$ cat config.mk
export PLATFORM = sky130hd
export DESIGN_NAME = regfile_wb_arbiter
export DESIGN_NICKNAME = d
export VERILOG_FILES = /design/src/rtl/regfile_wb_arbiter.sv
export SDC_FILE = /design/constraint.sdc
export NUM_CORES = 1
export LEC_CHECK = 0
export CORE_MARGIN = 4
export CORE_UTILIZATION = 40
export DETAILED_ROUTE_END_ITERATION = 16
export GPL_TIMING_DRIVEN = 0
export PLACE_DENSITY = 0.91
export SYNTH_ARGS = -nofsm -noshare
export SYNTH_HDL_FRONTEND = slang
export SYNTH_SLANG_ARGS = --single-unit
$ cat constraint.sdc
create_clock -name clk -period 6.6 [get_ports clk]
set_clock_uncertainty 0.05 [all_clocks]
set_input_delay 1.32 -clock clk [delete_from_list [all_inputs] [get_ports clk]]
set_output_delay 1.32 -clock clk [all_outputs]
set_load 0.005 [all_outputs]
$ cat src/rtl/regfile_wb_arbiter.sv
// Register-file write-port owner: round-robin arbitration among writeback requesters,
// plus a clear sequence that zeroes x1..x31 after reset or on request.
module regfile_wb_arbiter #(
  parameter int unsigned NREQ = 3,
  parameter int unsigned XLEN = 32,
  parameter int unsigned AW   = 5
) (
  input  logic                 clk,
  input  logic                 reset,
  input  logic [NREQ-1:0]      req_valid,
  input  logic [NREQ*AW-1:0]   req_rd,
  input  logic [NREQ*XLEN-1:0] req_data,
  output logic [NREQ-1:0]      req_ready,
  input  logic                 clear_req,
  output logic                 reg_write,
  output logic [AW-1:0]        rd,
  output logic [XLEN-1:0]      write_data,
  output logic                 init_done
);

  localparam int unsigned PW   = (NREQ > 1) ? $clog2(NREQ) : 1;
  localparam int          NReq = int'(NREQ);

  typedef enum logic [0:0] {StClear, StRun} state_e;

  state_e          state_q, state_d;
  logic [AW-1:0]   cnt_q, cnt_d;
  logic [PW-1:0]   rr_ptr_q, rr_ptr_d;
  logic            reg_write_q, reg_write_d;
  logic [AW-1:0]   rd_q, rd_d;
  logic [XLEN-1:0] write_data_q, write_data_d;

  logic [AW-1:0]   rd_arr   [NREQ];
  logic [XLEN-1:0] data_arr [NREQ];

  for (genvar i = 0; i < NREQ; i++) begin : g_unpack
    assign rd_arr[i]   = req_rd[i*AW +: AW];
    assign data_arr[i] = req_data[i*XLEN +: XLEN];
  end

  logic          gnt_found;
  logic [PW-1:0] gnt_idx;
  logic [PW-1:0] scan_idx;
  int            ptr_base;

  // Round-robin scan starting at rr_ptr; the pointer is reduced modulo NREQ first.
  always_comb begin
    gnt_found = 1'b0;
    gnt_idx   = '0;
    scan_idx  = '0;
    ptr_base  = int'(rr_ptr_q) % NReq;
    for (int k = 0; k < NReq; k++) begin
      scan_idx = PW'((ptr_base + k) % NReq);
      if (!gnt_found && req_valid[scan_idx]) begin
        gnt_found = 1'b1;
        gnt_idx   = scan_idx;
      end
    end
  end

  always_comb begin
    state_d      = state_q;
    cnt_d        = cnt_q;
    rr_ptr_d     = rr_ptr_q;
    reg_write_d  = 1'b0;
    rd_d         = rd_q;
    write_data_d = write_data_q;
    req_ready    = '0;

    unique case (state_q)
      StClear: begin
        reg_write_d  = 1'b1;
        rd_d         = cnt_q;
        write_data_d = '0;
        if (cnt_q == '1) begin
          state_d = StRun;
          cnt_d   = AW'(1);
        end else begin
          cnt_d = cnt_q + 1'b1;
        end
      end
      StRun: begin
        if (clear_req) begin
          // Clear wins over any pending request; nothing is granted this cycle.
          state_d = StClear;
          cnt_d   = AW'(1);
        end else if (gnt_found) begin
          req_ready[gnt_idx] = 1'b1;
          reg_write_d        = (rd_arr[gnt_idx] != '0);
          rd_d               = rd_arr[gnt_idx];
          write_data_d       = data_arr[gnt_idx];
          rr_ptr_d           = (gnt_idx == PW'(NReq - 1)) ? '0 : gnt_idx + 1'b1;
        end
      end
      default: state_d = StClear;
    endcase
  end

  always_ff @(posedge clk) begin
    if (reset) begin
      state_q      <= StClear;
      cnt_q        <= AW'(1);
      rr_ptr_q     <= '0;
      reg_write_q  <= 1'b0;
      rd_q         <= '0;
      write_data_q <= '0;
    end else begin
      state_q      <= state_d;
      cnt_q        <= cnt_d;
      rr_ptr_q     <= rr_ptr_d;
      reg_write_q  <= reg_write_d;
      rd_q         <= rd_d;
      write_data_q <= write_data_d;
    end
  end

  assign reg_write  = reg_write_q;
  assign rd         = rd_q;
  assign write_data = write_data_q;
  assign init_done  = (state_q == StRun);

endmodule

==> results.py <==
metrics = {
    "clock_network": {
        "cts_buffers": 5,
        "cts_resized": 0,
        "tritoncts": "built",
        "post-cts-setup-buffers": 0,
        "htreeDepth": 2,
        "cts-root-buf": "clkbuf_8",
        "insertion_delay_ns": 0.30,
        "cts_hold_buf": 0,
        "clock-sinks": 46,
        "cts_max_path_buffers": 2,
        "path_clk_slew_ns": 0.08,
    },
    "floorplan": {
        "io_pins": 159,
        "die_w_um": 91.07,
        "rows": 30,
        "die_h_um": 91.07,
        "die-area_um2": 8294,
        "initial_core_util_pct": 40.85,
        "core_area_um2": 6756,
    },
    "timing": {
        "final.min_clock_period_ns": 5.197,
        "worstMarginPinSlew_ns": 0.8434,
        "period_share_pct": 78.74,
        "grt_setup_unrepaired": "no",
        "max_slew_margin_pct": 43.43,
        "tns_ns": 0,
        "timing.final.ws_setup_ns": 1.403,
        "drv_slew": 0,
        "setup_violations": 0,
        "clock.fmax_ghz": 0.1924,
        "timing_hold_violations_final": 0,
    },
    "final_layout": {
        "final_area_um2": 4584,
        "multi_input_area_um2": 1690,
        "nNetsFinal": 605,
        "diodes": 0,
        "final_cell_count_no_fill": 563,
        "ff_latch_area_um2": 920.9,
        "drive_gt1_share_pct": 8.282,
        "synthToLayoutAreaGrowth_pct": 66.09,
        "fill_cells": 556,
    },
    "place": {
        "place_hpwl_um": 7794,
        "pre_cts_ws_ns": 1.454,
        "gp_congestion": 0.8541,
        "port_buffers": 158,
        "placed_cells": 555,
        "placed_area_um2": 4442,
    },
    "logic_synthesis": {
        "synth.distinct_cells": 49,
        "ys_ff_latch": 46,
        "syn_inst": 317,
        "yosysWarningCount": 0,
        "synth_area_per_cell_um2": 8.707,
        "yosysSeqAreaShare_pct": 33.36,
        "synth_edf_count": 0,
        "syn_area_um2": 2760,
        "synthArstFlopShare_pct": 0,
        "synth_nets": 440,
        "synth_flop_cell": "dfxtp_1",
    },
    "power": {
        "p_total_uw": 689.6,
        "power_per_cell_area_nw_per_um2": 150.4,
        "ir_drop_mv": 0.1244,
        "leakage_uw": 0.001687,
    },
    "route": {
        "drt_iter0_drc": 136,
        "wl_per_cell_um": 17.05,
        "wirelength_um": 9600,
        "drc_errors": 0,
        "first_pass_iters": 4,
        "vias_per_cell": 5.476,
        "postRouteAntennaNets": 0,
        "vias": 3083,
    },
    "global_route": {
        "grt_use_total_pct": 22.24,
        "grt_pass1_vias": 3014,
        "grt_max_degree": 15,
        "antenna_found_initial": 0,
        "grt.overflow.total": 0,
        "grt_pass1_wl_um": 15080,
    },
    "worst_setup_path": {
        "critPathKind": "primary input to output port",
        "cp-end-kind": "output port",
        "cp.required_ns": 5.23,
        "crit_arrival_ns": 3.83,
        "crit_path_cell_trace": "clkdlybuf4s50_1 > nor2b_1 > o2111ai_1 > nand3_1 > buf_2 > nor3_2 > clkdlybuf4s50_1",
        "crit_family": "buffers and inverters",
        "crit_path_max_incr_delay_ns": 0.57,
        "cp.buffers_inverters": 3,
        "startpoint_type": "primary input",
        "crit_path_frequent_cell": "clkdlybuf4s50_1",
        "cp_max_fo": 10,
        "slowest_stage": "clkdlybuf4s50_1",
    },
    "flow_run": {
        "maxCapViolations": 0,
    },
    "min_path": {
        "hp-class": "register to register",
    },
    "outcome": {
        "status": "complete, no violations",
    },
}
==> worst paths after layout <==
| kind | start | endpoint | slack [ns] | cells past startpoint |
|---|---|---|---|---|
| worst max-delay path | req_valid[1] | req_ready[0] | 1.40 | 7 |
| worst min-delay path | rd[4] | rd[4] | 0.44 | 2 |
| worst max register to register | rr_ptr_q[0] | write_data[18] | 3.80 | 10 |
| worst min register to register | rd[4] | rd[4] | 0.44 | 2 |
==> cell usage in the layout, fill, tap and decap left out, drive strengths merged, types with 7 or more instances in the layout <==
| cell type | netlist | routed |
|---|---|---|
| a21oi | 20 | 20 |
| a22o | 26 | 26 |
| a22oi | 8 | 8 |
| buf | 14 | 14 |
| clkbuf | 10 | 16 |
| clkdlybuf4s50 | 0 | 158 |
| dfxtp | 46 | 46 |
| mux2i | 33 | 33 |
| nand2 | 41 | 41 |
| nand2b | 8 | 8 |
| nor2 | 9 | 9 |
| nor2b | 7 | 7 |
| nor3 | 7 | 7 |
| o21ai | 32 | 32 |
==> report_power, final <==
part / total [µW] / switching (µW) / leakage, µW / internal, µW
clock network: 258 / 96.6 / 0.0000714 / 162
registers: 285 / 4.01 / 0.000372 / 281
logic: 146 / 52.3 / 0.00124 / 93.9
total: 690 / 153 / 0.00169 / 537
==> per-layer routing <==
| layer | part of all wire [%] | global-route usage (%) | vias to the layer above |
|---|---|---|---|
| met5 | 0 | 0 | - |
| met4 | 2.1 | 6.030 | 0 |
| met3 | 9.9 | 7.457 | 17 |
| met2 | 49 | 38.99 | 144 |
| met1 | 39 | 25.76 | 1418 |
| li1 | - | - | 1504 |
==> cell type report <==
class,instances,share of cell area (%)
repair buffers,158,34.50
clock buffers,6,1.801
flip-flops and latches,46,20.09
clock inverters,2,1.310
inverters,5,0.4094
multi-input cells,242,36.87
well taps,80,2.183
plain buffers,24,2.838
==> cells in the mapped netlist (5+ instances only) <==
cell | number | share of area [%]
a22oi_1 | 8 | 2.2
ha_1 | 6 | 2.7
o21ai_0 | 31 | 5.6
nand2b_1 | 8 | 1.8
mux2_2 | 6 | 2.4
a21oi_1 | 20 | 3.6
nor2b_1 | 7 | 1.6
clkbuf_1 | 10 | 1.4
buf_2 | 5 | 0.91
inv_1 | 5 | 0.68
nand2_1 | 41 | 5.6
buf_4 | 7 | 1.9
nor2_1 | 6 | 0.82
a22o_1 | 26 | 8.3
dfxtp_1 | 46 | 33
mux2i_1 | 32 | 12
==> flip-flops by register name (all words and copies together), names as in the netlist <==
name        count
write_data     32
cnt_q           5
rd              5
rr_ptr_q        2
init_done       1
reg_write       1
==> through the flow <==
stage                     hold slack [ns]  util (%)
final                              0.4357     67.85
after global routing               0.4466     67.85
after CTS                          0.4372     67.85
after detailed placement           0.4125     65.74
after global placement             0.4102     65.74
after floorplan                    0.4027         -
==> worst reg2reg max path, stage by stage, from the launching register on <==
cell	delay, ns
dfxtp_1	0.38
inv_1	0.08
ha_1	0.29
buf_4	0.17
nor2b_1	0.14
o2111ai_1	0.36
nand3_1	0.38
buf_2	0.33
nor2_2	0.26
a22oi_1	0.11
a21oi_1	0.17
==> cells by family (layout without fill, tap and decap cells) <==
kind of cell             Yosys count  in the layout  synth area share (%)
multiplexers                      39             39                 14.55
AO/OA/AOI/OAI                    110            110                 27.92
buffers and inverters             29            195                 5.394
flip-flops                        46             46                 33.36
adder cells (fa/ha/maj)            6              6                 2.720
AND/OR/NAND/NOR                   87             87                 16.05
No activity file was read; power rests on OpenSTA's default activity.
